**config.mk**
```make
export PLATFORM = sky130hd
export DESIGN_NAME = mem_access_unit
export DESIGN_NICKNAME = d
export VERILOG_FILES = /design/src/rtl/mem_access_unit.sv
export SDC_FILE = /design/constraint.sdc
export NUM_CORES = 1
export LEC_CHECK = 0
export CORE_ASPECT_RATIO = 1.1
export CORE_MARGIN = 1.5
export CORE_UTILIZATION = 45
export DETAILED_ROUTE_END_ITERATION = 10
export HOLD_SLACK_MARGIN = 0.02
export PLACE_DENSITY = 0.78
export SLEW_MARGIN = 0
export SYNTH_ARGS = -nofsm -noshare
export SYNTH_HDL_FRONTEND = slang
export SYNTH_SLANG_ARGS = --single-unit
```
**constraint.sdc**
```tcl
create_clock -name clk -period 5.5 [get_ports clk]
set_clock_uncertainty 0.1 [all_clocks]
set_input_delay 1.1 -clock clk [delete_from_list [all_inputs] [get_ports clk]]
set_output_delay 1.1 -clock clk [all_outputs]
set_load 0.01 [all_outputs]
```
**src/rtl/mem_access_unit.sv**
```systemverilog
// mem_access_unit: load/store stage between EX and writeback.
// Accepts one EX result at a time. Non-memory ops write back on the next
// cycle. Memory ops issue one data-bus request, wait for the response,
// then write back. Store strobes/data and load extraction are lane-shifted
// by the low three address bits.
// Optional feature macro: MEM_MISALIGN_CHECK_EN. When defined, accesses
// that are not naturally aligned are refused with a misalign writeback.
// When undefined, bytes past the 8-byte boundary are silently dropped.
module mem_access_unit (
  input  logic        clk,
  input  logic        rst_n,
  input  logic        ex_valid_i,
  output logic        ls_ready_o,
  input  logic [63:0] mem_addr_i,
  input  logic [63:0] mem_wdata_i,
  input  logic [10:0] ls_info_i,
  input  logic        mem_read_i,
  input  logic        mem_write_i,
  input  logic        rd_wen_i,
  input  logic [4:0]  rd_addr_i,
  input  logic [63:0] rd_data_i,
  output logic        dbus_req_valid_o,
  input  logic        dbus_req_ready_i,
  output logic [63:0] dbus_addr_o,
  output logic        dbus_wen_o,
  output logic [63:0] dbus_wdata_o,
  output logic [7:0]  dbus_wstrb_o,
  input  logic        dbus_resp_valid_i,
  input  logic [63:0] dbus_rdata_i,
  output logic        wb_valid_o,
  output logic        wb_rd_wen_o,
  output logic [4:0]  wb_rd_addr_o,
  output logic [63:0] wb_rd_data_o,
  output logic        misalign_o
);

  typedef enum logic [1:0] {S_IDLE, S_REQ, S_RESP} state_t;

  // Everything captured from EX at acceptance.
  typedef struct packed {
    logic [63:0] addr;
    logic [63:0] wdata;
    logic [10:0] info;
    logic        is_load;   // read wins when both enables are set
    logic        is_store;
    logic        rd_wen;
    logic [4:0]  rd_addr;
    logic [63:0] rd_data;
  } op_t;

  state_t      r_state, w_state_nxt;
  op_t         r_op;
  logic        r_wb_valid, r_wb_rd_wen;
  logic [4:0]  r_wb_rd_addr;
  logic [63:0] r_wb_rd_data;

  logic        w_acc, w_mem, w_mis, w_wb_fire;
  logic [2:0]  w_a;
  logic [63:0] w_sh, w_ld;
  logic [7:0]  w_strb;

  assign ls_ready_o = (r_state == S_IDLE);
  assign w_acc      = ex_valid_i & ls_ready_o;
  assign w_mem      = mem_read_i | mem_write_i;
  assign w_a        = r_op.addr[2:0];

`ifdef MEM_MISALIGN_CHECK_EN
  logic w_half, w_word, w_dbl, r_misalign;
  assign w_half = ls_info_i[9] | ls_info_i[5] | ls_info_i[2];
  assign w_word = ls_info_i[8] | ls_info_i[4] | ls_info_i[1];
  assign w_dbl  = ls_info_i[7] | ls_info_i[0];
  assign w_mis  = (w_half & mem_addr_i[0]) | (w_word & (|mem_addr_i[1:0]))
                | (w_dbl & (|mem_addr_i[2:0]));

  // Misalign flag pulses on the cycle after a refused access.
  always_ff @(posedge clk) begin
    if (!rst_n) r_misalign <= 1'b0;
    else        r_misalign <= w_acc & w_mem & w_mis;
  end
  assign misalign_o = r_misalign;
`else
  assign w_mis      = 1'b0;
  assign misalign_o = 1'b0;
`endif

  // State register.
  always_ff @(posedge clk) begin
    if (!rst_n) r_state <= S_IDLE;
    else        r_state <= w_state_nxt;
  end

  // Next state and writeback trigger.
  always_comb begin
    w_state_nxt = r_state;
    w_wb_fire   = 1'b0;
    case (r_state)
      S_IDLE: if (w_acc) begin
        if (w_mem && !w_mis) w_state_nxt = S_REQ;
        else                 w_wb_fire   = 1'b1;
      end
      S_REQ:  if (dbus_req_ready_i) w_state_nxt = S_RESP;
      S_RESP: if (dbus_resp_valid_i) begin
        w_state_nxt = S_IDLE;
        w_wb_fire   = 1'b1;
      end
      default: w_state_nxt = S_IDLE;
    endcase
  end

  // Capture the EX op on acceptance; held stable for the whole bus transaction.
  always_ff @(posedge clk) begin
    if (!rst_n) begin
      r_op <= '0;
    end else if (w_acc) begin
      r_op.addr     <= mem_addr_i;
      r_op.wdata    <= mem_wdata_i;
      r_op.info     <= ls_info_i;
      r_op.is_load  <= mem_read_i;
      r_op.is_store <= mem_write_i & ~mem_read_i;
      r_op.rd_wen   <= rd_wen_i;
      r_op.rd_addr  <= rd_addr_i;
      r_op.rd_data  <= rd_data_i;
    end
  end

  // Request side: aligned address, lane-shifted data and byte strobes.
  always_comb begin
    w_strb = 8'h00;
    if (r_op.is_store) begin
      if      (r_op.info[3]) w_strb = 8'h01 << w_a;
      else if (r_op.info[2]) w_strb = 8'h03 << w_a;
      else if (r_op.info[1]) w_strb = 8'h0F << w_a;
      else if (r_op.info[0]) w_strb = 8'hFF;
    end
  end

  assign dbus_req_valid_o = (r_state == S_REQ);
  assign dbus_addr_o      = {r_op.addr[63:3], 3'b000};
  assign dbus_wen_o       = r_op.is_store;
  assign dbus_wdata_o     = r_op.wdata << {w_a, 3'b000};
  assign dbus_wstrb_o     = w_strb;

  // Load extraction: shift the addressed byte to lane 0, then size/extend.
  always_comb begin
    w_sh = dbus_rdata_i >> {w_a, 3'b000};
    w_ld = 64'h0;
    if      (r_op.info[10]) w_ld = {{56{w_sh[7]}},  w_sh[7:0]};
    else if (r_op.info[9])  w_ld = {{48{w_sh[15]}}, w_sh[15:0]};
    else if (r_op.info[8])  w_ld = {{32{w_sh[31]}}, w_sh[31:0]};
    else if (r_op.info[7])  w_ld = w_sh;
    else if (r_op.info[6])  w_ld = {56'h0, w_sh[7:0]};
    else if (r_op.info[5])  w_ld = {48'h0, w_sh[15:0]};
    else if (r_op.info[4])  w_ld = {32'h0, w_sh[31:0]};
  end

  // Writeback register: one-cycle valid pulse, fields held between pulses.
  always_ff @(posedge clk) begin
    if (!rst_n) begin
      r_wb_valid   <= 1'b0;
      r_wb_rd_wen  <= 1'b0;
      r_wb_rd_addr <= 5'h0;
      r_wb_rd_data <= 64'h0;
    end else begin
      r_wb_valid <= w_wb_fire;
      if (w_wb_fire) begin
        if (r_state == S_IDLE) begin
          // Non-memory op, or refused misaligned access.
          r_wb_rd_wen  <= w_mem ? 1'b0 : rd_wen_i;
          r_wb_rd_addr <= rd_addr_i;
          r_wb_rd_data <= rd_data_i;
        end else begin
          r_wb_rd_wen  <= r_op.is_load & r_op.rd_wen;
          r_wb_rd_addr <= r_op.rd_addr;
          r_wb_rd_data <= r_op.is_load ? w_ld : r_op.rd_data;
        end
      end
    end
  end

  assign wb_valid_o   = r_wb_valid;
  assign wb_rd_wen_o  = r_wb_rd_wen;
  assign wb_rd_addr_o = r_wb_rd_addr;
  assign wb_rd_data_o = r_wb_rd_data;

endmodule
```
Yosys cells after proc, flatten, opt, wreduce, memory -nomap -nowiden:

Index checks and enable logic that the tools add are counted.

* register bits after elaboration: 284
* bits in latches: 0
* bits in writable memories: 0
* ROM bits: 0
* bits of input ports: 280
* output and inout bits: 211
* logic and storage cells: 57
* memories: 0

* add/subtract/negate cells: 0
* $mul: 0
* divide/modulo/power cells: 0
* order comparisons: 0
* eq/ne operators: 6
* shifts and indexed selects: 5
* muxes and demuxes: 26
* bitwise logic cells: 5
* reductions and logical operators: 2

Operators with widths (number)
* 64-bit 2-to-1 mux: 6
* 32-bit 2-to-1 mux: 3
* 64-bit by 6-bit << shifter with 64-bit output: 1
* 64-bit by 6-bit right shift with 64-bit output: 1
* 8-bit 2-to-1 mux: 5
* 2-bit 2-to-1 mux: 4
* 1-bit by 3-bit << shifter with 8-bit output (first input constant): 1
* 2-bit by 3-bit << shifter with 8-bit output (first input constant): 1
* 4-bit by 3-bit << shifter with 8-bit output (first input constant): 1
* 2-bit by 1-bit inequality test with 1-bit output (second input constant): 3
* 2-bit one-hot mux with 3 select lines: 1
* 1-bit 2-to-1 mux: 5
* 5-bit 2-to-1 mux: 1
* 4-bit AND reduction: 1
* 1-bit bitwise AND: 3
* 2-bit by 1-bit == test with 1-bit output (second input constant): 1
* 2-bit == test (second input constant): 1
* 2-bit zero test: 1
* 2-bit inequality test (second input constant): 1
* 1-bit one-hot mux with 2 select lines: 1
* 1-bit inverter: 1
* 1-bit OR: 1

Longest topological paths before layout:

* depth after elaboration: 10
* gate-level depth with buffers: 11
* gate-level depth less buffers: 7

Worst setup path before layout:

OpenSTA, ideal clock, no wires.

* path kind: reg2out
* start point: register r_op[149] (netlist bit)
* end point: output port dbus_wstrb_o[5]
* arrival time: 2.069 ns
* setup slack: 2.231 ns
* stages on the path, launching flop included: 12
* cells stage by stage: dfxtp_1 -> inv_1 -> buf_2 -> buf_2 -> buf_2 -> clkbuf_1 -> ha_1 -> a21oi_1 -> nor2_1 -> a21oi_1 -> o21ai_0 -> and2_1

* word-level cells in the longest chain between the ends: 5
* elaborated cells on any way between the ends: 7

RTL lines
* start: declaration: line 52 `op_t r_op;`
* 4-bit by 3-bit << shifter with 8-bit output: line 132 `else if (r_op.info[1]) w_strb = 8'h0F << w_a;`
* 8-bit 2-to-1 mux: line 132
* 8-bit 2-to-1 mux: line 131 `else if (r_op.info[2]) w_strb = 8'h03 << w_a;`
* 8-bit 2-to-1 mux *: line 130 `if (r_op.info[3]) w_strb = 8'h01 << w_a;`
* 8-bit 2-to-1 mux *: line 129 `if (r_op.is_store) begin`
* end: declaration: line 27 `output logic [7:0] dbus_wstrb_o,`

Mark *: on every way between the ends. The rest lies on a longest branch, timed or not.

Worst setup path after layout:

* start point: register r_op[148] (netlist bit)
* end point: output port dbus_wdata_o[37]

* word-level cells in the longest chain between the ends: 1

RTL lines
* 64-bit by 6-bit << shifter with 64-bit output: line 140 `assign dbus_wdata_o = r_op.wdata << {w_a, 3'b000};`
* end: declaration: line 26 `output logic [63:0] dbus_wdata_o,`

Every way passes these cells.

==> flow_summary.yaml <==
grt:
  grt_start_max_net_pins: 122
  track_usage_pct: 33.4
  first_global_vias: 16600
  grt_antenna_before_repair: 4
  grt-ovfl-total: 0
  grt_pass1_wl_microns: 96600
sta:
  tightest_slew_ns: 1.23
  slew_violations: 0
  tns_ns: 0
  layout_worst_path_cycle_share_pct: 89.5
  rsz0062_at_grt: "false"
  fin_crit_ns: 4.92
  achievable-frequency_ghz: 0.203
  slew-limit-headroom_pct: 17.7
  setup_viol: 0
  total_count_of_hold_check_failures_in_the_final_report: 0
  setup_slack_ns: 0.578
detailed_routing:
  detailroute.via_count: 17100
  vias_per_cell: 5.78
  drt-pass1-iter-count: 8
  wl_per_cell_microns: 21.7
  drcViolationCount: 0
  dr.first_iter.drc_count: 1637
  antenna_left: 0
  wirelength_microns: 64200
clocking:
  clock_tree.root_cell: "clkbuf_16"
  worst_skew_pair.late_latency_ns: 0.57
  htree_levels: 1
  cts_inserted_buffers: 31
  tritoncts_clock_tree: "built"
  holdBufCountCts: 0
  clkSlewWorstSetupHoldPaths_ns: 0.06
  clock_tree.buffer_depth: 3
  cts_setup_buffers: 0
  num_clock_sinks: 284
  post_cts_resize_count: 0
critical_path:
  setup.worst_path.end_class: "output port"
  timing.critical_path.depth: 4
  reg2reg_depth: 7
  worstPathArrival_ns: 3.72
  cp-startpoint: "r_op[148]"
  worst_ep_required_time_ns: 4.30
  cpLargestDelayFamily: "buffers and inverters"
  worstSetupPathType: "reg2out"
  worst-r2r-setup-slack_ns: 1.76
  critPathCapture: "dbus_wdata_o[37]"
  worstReg2RegStart: "r_op[148]"
  crit_path_top_delay_cell: "dfxtp_4"
  timing.critical_path.cells: "buf_12 > nand2_1 > o22ai_1 > clkdlybuf4s50_1"
  critical_path.n_buffers_inverters: 2
  critPathMaxFanout: 87
  crit-reg2reg-capture: "wb_rd_data_o[24]"
  critical_path.startpoint_type: "flip-flop"
  crit_path_max_incr_delay_ns: 0.75
floorplan:
  row_count: 72
  start_util_pct: 45.8
  die_y_microns: 201
  pin_count: 491
  coreArea_sq_um: 35200
  fp.dieArea_sq_um: 37000
  die_w_microns: 183
synthesis:
  netlist.area_leader.share_pct: 35.3
  synth_enable_flop_cells: 0
  largest_family_of_logic_cells_by_synthesized_area: "compound AO/OA/AOI/OAI gates"
  synth_xor_xnor_area_share_pct: 0
  synth_top_flop_cell: "dfxtp_1"
  synth_compound_gate_area_share_pct: 24.4
  postSynthCellCount: 2152
  synthTopCellsByCount: "nand2_1, a21oi_1, dfxtp_1"
  ys_async_sr_fraction_pct: 0
  netlist_area_sq_um: 16100
  post_synth_num_cell_types: 67
  ys_seq_area_share_pct: 35.3
  synth_fa_ha_area_share_pct: 0.776
  synth_mux_area_share_pct: 11.0
  synth.most_common_cell: "nand2_1"
  synth.yosys.warnings: 0
  syn-mean-instance-area_sq_um: 7.49
  synth.area.top_cells: "dfxtp_1, nand2_1, a21oi_1, mux2i_1, buf_4"
  share_of_synthesized_cell_area_in_and_or_nand_and_nor_gates_pct: 19.9
  synth.ff_latch_count: 284
  yosysTopAreaCell: "dfxtp_1"
power_and_ir_drop:
  power_report.internal_total_uw: 4030
  power.density_cell_area_nw_per_um2: 270
  clock_power_share_pct: 35.9
  sequentialPowerShare_pct: 39.9
  worst_ir_drop_vdd_uv: 219
  power_leakage_uw: 0.00792
  comb_power_share_pct: 24.1
  power.total_uw: 5810
  power.share.switching_pct: 30.6
  switching_power_uw: 1780
outcome:
  run_status: "finished, final reports clean"
place:
  dpl_cell_area_sq_um: 20500
  io_buffer_count: 486
  place.detailed.hpwl_microns: 46100
  gp_congestion: 1.02
  dp_slack_ns: 1.12
worst_hold_path:
  worstHoldPathType: "reg2reg"
finish:
  finish.utilization_pct: 61.1
  final_net_count: 2737
  layout-area-overhead-vs-synth_pct: 33.6
  layout-drive-gt1-share_pct: 6.48
  final_cell_area_excluding_filler_cells_sq_um: 21500
job:
  cap_violations: 0
[power groups by stage]
stage,registers [uW],logic [uW],clock network (uW)
2_1_floorplan,2310,787,0
3_3_place_gp,2360,1370,0
3_5_place_dp,2360,1380,0
4_1_cts,2320,1390,2110
5_1_grt,2330,1500,2190
6_report,2320,1400,2090
[kinds of logic (layout without fill, tap and decap cells)]
family                   after synthesis  count (layout)
buffers and inverters                262             578
multiplexers                         166             166
other                                  1               6
AND/OR/NAND/NOR                      770             770
adder cells (fa/ha/maj)               10              10
AO/OA/AOI/OAI                        659             659
flip-flops                           284             284
[state kept, by name, summed over array words and instances (netlist names)]
name          cells
r_op            149
wb_rd_data_o     64
dbus_addr_o      61
wb_rd_addr_o      5
r_state           2
dbus_wen_o        1
wb_rd_wen_o       1
wb_valid_o        1
[worst reg2reg max path: stages, from the launching register on]
cell and delay [ns]:
dfxtp_4 0.75, buf_12 0.54, mux2_2 0.48, o21ai_2 0.24, o31ai_4 0.11, buf_4 0.25
a211oi_4 0.87, a311oi_2 0.23
[placed cells by master, fill, tap and decap left out, types with 9 or more instances in the layout]
master	count
o21ai_0	87
buf_4	21
clkbuf_16	31
a21boi_0	24
o211ai_1	14
a21oi_1	323
clkdlybuf4s50_1	485
nand2_1	542
o221ai_1	9
mux2_2	36
dfxtp_1	280
nor2_1	119
ha_1	10
and2_1	9
a31oi_1	26
a21boi_1	25
o21ai_1	24
clkinv_2	10
o22ai_1	62
mux2i_1	123
and3_1	45
[routing by layer]
layer | up-vias | global-route usage (%) | wire length (microns)
met5 | - | 0 | 24
met4 | 4 | 14.7 | 2680
met3 | 159 | 7.35 | 6060
met2 | 906 | 56.2 | 30800
met1 | 8009 | 40.7 | 24700
li1 | 7993 | - | -
[metrics by stage]
step / instances / hold slack (ns)
3_5_place_dp: 2895 / 0.343
3_3_place_gp: 2895 / 0.337
2_1_floorplan: 2155 / 0.332
5_1_grt: 2954 / 0.365
4_1_cts: 2952 / 0.351
6_report: 2954 / 0.351
[area by class of cell]
cell class	instances	area (sq um)
timing repair buffer	512	5120
sequential	284	5700
clock buffer	43	881
antenna	2	5.00
clock inverter	14	125
inverter	9	38.8
multi-input combinational	1609	9060
tap	481	602
fill	3139	13700
[how the worst min path moves through the flow]
stage | from | end | slack (ns) | cells after the start
floorplan | r_op[63] | r_op[63] | 0.33 | 2
global placement | r_op[42] | r_op[42] | 0.34 | 2
detailed placement | r_op[56] | r_op[56] | 0.34 | 2
CTS | r_op[56] | r_op[56] | 0.35 | 2
global route | r_op[55] | r_op[55] | 0.36 | 2
finish | dbus_addr_o[63] | dbus_addr_o[63] | 0.35 | 2
(Power assumes the default switching activity.)
